### src/rtl/arb2_pkg.sv
// Shared types and constants for the two-input round-robin arbiter.
// Imported by the grant helper and by the arbiter top.
package arb2_pkg;

    typedef enum logic {
        EMPTY = 1'b0,
        FULL  = 1'b1
    } state_t;

    localparam logic SRC0 = 1'b0;
    localparam logic SRC1 = 1'b1;

    localparam int WIDTH_DEFAULT = 2;

    // The preferred source under contention is the one not served last.
    function automatic logic rr_pref(input logic last);
        return ~last;
    endfunction

endpackage

### src/rtl/rr_grant2.sv
// Purely combinational two-way round-robin grant.
// Reusable by any 2-way arbiter that tracks the last winner.
module rr_grant2
    import arb2_pkg::*;
(
    input  logic i_v0,
    input  logic i_v1,
    input  logic i_last,
    output logic o_grant,
    output logic o_any
);

    always_comb begin
        o_grant = SRC0;
        o_any   = i_v0 | i_v1;
        unique case (1'b1)
            (i_v0 & i_v1):  o_grant = rr_pref(i_last);
            (i_v1 & ~i_v0): o_grant = SRC1;
            default:        o_grant = SRC0;
        endcase
    end

endmodule

### src/rtl/arb2_rr_sel.sv
// Two-input round-robin arbiter with a one-entry registered output buffer.
// Outputs come straight from flops; only the readies are combinational.
module arb2_rr_sel
    import arb2_pkg::*;
#(
    parameter int WIDTH = WIDTH_DEFAULT
) (
    input  logic             clk,
    input  logic             rst_n,
    input  logic [WIDTH-1:0] d0,
    input  logic             v0,
    output logic             r0,
    input  logic [WIDTH-1:0] d1,
    input  logic             v1,
    output logic             r1,
    output logic [WIDTH-1:0] out_data,
    output logic             out_sel,
    output logic             out_valid,
    input  logic             out_ready
);

    state_t           r_state;
    state_t           w_state_nxt;
    logic [WIDTH-1:0] r_data;
    logic             r_sel;
    logic             r_last;

    logic             w_space;
    logic             w_grant;
    logic             w_any;
    logic             w_acc0;
    logic             w_acc1;
    logic             w_acc;
    logic [WIDTH-1:0] w_din;

    rr_grant2 u_grant (
        .i_v0    (v0),
        .i_v1    (v1),
        .i_last  (r_last),
        .o_grant (w_grant),
        .o_any   (w_any)
    );

    assign w_space = (r_state == EMPTY) | out_ready;

    // Gated by rst_n so no handshake can be seen while reset is held.
    assign r0 = rst_n & w_space & w_any & (w_grant == SRC0);
    assign r1 = rst_n & w_space & w_any & (w_grant == SRC1);

    assign w_acc0 = v0 & r0;
    assign w_acc1 = v1 & r1;
    assign w_acc  = w_acc0 | w_acc1;
    assign w_din  = w_acc1 ? d1 : d0;

    always_comb begin
        w_state_nxt = r_state;
        unique case (r_state)
            EMPTY: begin
                if (w_acc)
                    w_state_nxt = FULL;
            end
            FULL: begin
                if (w_acc)
                    w_state_nxt = FULL;
                else if (out_ready)
                    w_state_nxt = EMPTY;
            end
            default: w_state_nxt = EMPTY;
        endcase
    end

    always_ff @(posedge clk or negedge rst_n) begin
        if (!rst_n)
            r_state <= EMPTY;
        else
            r_state <= w_state_nxt;
    end

    always_ff @(posedge clk or negedge rst_n) begin
        if (!rst_n) begin
            r_data <= '0;
            r_sel  <= SRC0;
            r_last <= SRC1;
        end else if (w_acc) begin
            r_data <= w_din;
            r_sel  <= w_acc1;
            r_last <= w_acc1;
        end
    end

    assign out_data  = r_data;
    assign out_sel   = r_sel;
    assign out_valid = (r_state == FULL);

endmodule

### config.mk
export PLATFORM = sky130hd
export DESIGN_NAME = arb2_rr_sel
export DESIGN_NICKNAME = d
export VERILOG_FILES = /design/src/rtl/arb2_pkg.sv /design/src/rtl/rr_grant2.sv /design/src/rtl/arb2_rr_sel.sv
export SDC_FILE = /design/constraint.sdc
export NUM_CORES = 1
export LEC_CHECK = 0
export CAP_MARGIN = 20
export CORE_AREA = 2 2 39 41
export DETAILED_ROUTE_END_ITERATION = 10
export DIE_AREA = 0 0 41 43
export GPL_TIMING_DRIVEN = 0
export PLACE_DENSITY = 0.56
export SYNTH_ARGS = -nofsm -noshare
export SYNTH_HDL_FRONTEND = slang
export SYNTH_SLANG_ARGS = --single-unit
### constraint.sdc
create_clock -name clk -period 1.1 [get_ports clk]
set_input_delay 0.22 -clock clk [delete_from_list [all_inputs] [get_ports clk]]
set_output_delay 0.22 -clock clk [all_outputs]
set_load 0.01 [all_outputs]
==> flow_metrics.py <==
metrics = {
    "synth": {
        "post_synthesis_cell_area_um2": 261.5,
        "count_of_warnings_emitted_by_yosys": 0,
        "ys_seq_area_frac": 0.4833,
        "synth_instances": 21,
        "syn_avg_cell_area_um2": 12.45,
        "synth.ff_latch_count": 5,
        "synthDistinctLibCells": 14,
        "mappedNetlistNets": 30,
    },
    "global_routing": {
        "grt_pass1_vias": 291,
        "global_route.usage.total": 0.1022,
        "antenna_found_initial": 0,
        "gr-total-overflow": 0,
        "maximum_number_of_pins_on_one_net_before_global_route_repair": 12,
        "grt_first_pass_wirelength_um": 1221,
    },
    "power": {
        "power_density_nw_per_um2": 1244,
        "irDropWorstVdd_mv": 0.5664,
        "leakagePower_uw": 0.0002689,
    },
    "sta": {
        "clock_skew_ps": 1.763,
        "setup_violations": 6,
        "slew_violations": 0,
        "layout_setup_ws_ps": -269.6,
        "max_slew.worst_pin.slew_ps": 256.2,
        "timing_hold_violations_final": 0,
        "fin_hold_ws_ps": 64.08,
        "fin_crit_sh": 1.245,
        "maxClockFrequency_ghz": 0.7301,
        "maxSlewHeadroom": 0.8290,
        "post-route-min-period_ps": 1370,
        "setup_repair_after_global_routing_missed_its_margin": "true",
    },
    "critical_path": {
        "cp-start-kind": "flip-flop",
        "critical_path.reg2reg.startpoint": "r_last$_DFFE_PN1P_",
        "crit_type": "reg -> out",
        "data_arrival_time_of_the_critical_path_ps": 1150,
        "cp_data_required_time_ps": 880,
        "crit_path_start": "r_last$_DFFE_PN1P_",
        "crit_fanout": 3,
        "critical_path.endpoint_type": "primary output",
    },
    "clocking": {
        "htreeDepth": 1,
        "cts.clk_slew.worst_paths_ps": 40,
        "ctsLongestPathBuffers": 2,
        "numClockSinks": 5,
        "cts_buffers": 3,
        "tritoncts_clock_tree": "done",
        "cts_root_buffer": "clkbuf_4",
        "clk_latency_ps": 240,
    },
    "floorplanning": {
        "initial_core_util": 0.1890,
        "die-area_um2": 1763,
        "chipWidth_um": 41,
        "dieHeight_um": 43,
        "core_area_um2": 1384,
        "boundaryPins": 15,
        "placementRows": 14,
    },
    "placed_design": {
        "placed_cells": 51,
        "portBuffers": 14,
        "dpl_cell_area_um2": 421.7,
        "place.gp.congestion": 0.6380,
    },
    "drt": {
        "route.layer.met1.wl_um": 377,
        "drt.antenna.violating_nets": 0,
        "routed-wl-met2_um": 369,
        "wl_per_cell_um": 13.02,
        "drt_pass1_iterations": 1,
        "routed_wl_um": 846,
        "top_layer": "met3",
        "avgViaCountPerCell": 4.477,
        "drc_marker_count_from_the_first_detailed_route_iteration": 0,
        "vias": 291,
        "route.met3.wl_um": 99,
        "drc": 0,
    },
    "layout": {
        "stdcell_count": 65,
        "layout-drive-gt1-share": 0.6327,
        "post-route-cell-area_um2": 574.3,
        "finalCoreUtilization": 0.4150,
        "antennaDiodeCount": 0,
        "areaGrowthSynthToFinish_pct": 119.6,
        "design.final.nets": 59,
    },
    "flow_run": {
        "cap_viol_max_count": 0,
    },
    "worst_hold_path": {
        "timing.hold.worst.class": "in -> async",
    },
    "run_status": {
        "run_status": "finished, violations left",
        "failed_checks": "negative setup slack",
    },
}
-- cell type report --
cell class,instances,area (um2)
clock buffer,4,26.28
fill,143,809.5
tap,16,20.02
timing repair buffer,24,214.0
sequential,5,126.4
multi-input combinational,16,187.7
-- cells in the mapped netlist --
cell type,number,area (um2)
dfrtp_1,4,100.1
nand2b_4,1,13.76
nand3_2,1,10.01
a21o_1,2,15.01
nor2_1,1,3.750
or2_4,1,8.760
a31oi_1,2,12.51
nand2_1,1,3.750
dfstp_2,1,26.28
a21boi_2,1,11.26
and3_4,1,11.26
a21bo_2,1,10.01
o2bb2ai_1,2,17.52
o2111ai_1,2,17.52
-- power by group --
group          switching [uW]  internal [uW]  total, uW
clock                    73.8            137        211
sequential               25.3            222        248
combinational             106            150        256
-- flip-flops by register name, summed over array words and instances, names as in the netlist --
signal     flops
out_valid      1
out_sel        1
r_last         1
out_data       2
-- kinds of logic (layout without fill, tap and decap cells) --
family | count (synthesis) | after routing | share of synthesized area
AOI/OAI and AO/OA | 10 | 10 | 0.3206
buffers and inverters | 0 | 28 | 0
DFF | 5 | 5 | 0.4833
and+or+nand+nor | 6 | 6 | 0.1961
-- critical path, cell delays in order (launching register included) --
cell and delay [ps]:
dfstp_2 550, a21boi_4 60, and3_4 180, buf_6 110
-- timing repair --
| action | 4_1_cts | 5_1_grt |
|---|---|---|
| cloned | 0 | 0 |
| hold endpoints to repair | 0 | 4 |
| setup buffers | 6 | 3 |
| hold buffers | 0 | 1 |
| resized for setup | 26 | 17 |
| pin swaps | 5 | 4 |
| setup endpoints to repair | 11 | 8 |
-- cells in the final DEF (no fill, tap or decap), drive strengths merged, types with 2 or more instances in the layout --
cell type / count
buf: 12
clkbuf: 8
clkdlybuf4s50: 4
dfrtp: 4
o2111ai: 2
a21o: 2
dlygate4sd2: 2
a31oi: 2
o2bb2ai: 2
-- per-stage QoR --
stage	setup slack, ps	TNS, ps	power [uW]
after global placement	-933.8	-3447	432.1
final	-269.6	-915.5	714.2
after floorplan	45.27	0	324.4
after detailed placement	-973.0	-3655	434.2
after global routing	-301.7	-1190	762.6
after CTS	-272.4	-774.0	682.0
-- routing by layer --
layer,global-route usage,vias to the layer above
li1,-,140
met5,0,-
met4,0.04000,0
met3,0.03665,0
met2,0.1438,15
met1,0.1386,136
-- worst paths after layout --
check	cells after the start	to	slack, ps
min	1	r_last$_DFFE_PN1P_	60
max reg2reg	5	out_data[1]$_DFFE_PN0P_	-110
max	3	r1	-270
min in group clk	3	out_data[0]$_DFFE_PN0P_	430
max in group asynchronous	2	out_valid$_DFF_PN0_	390
min reg2reg	1	out_sel$_DFFE_PN0P_	480
No activity file was read; power rests on OpenSTA's default activity.
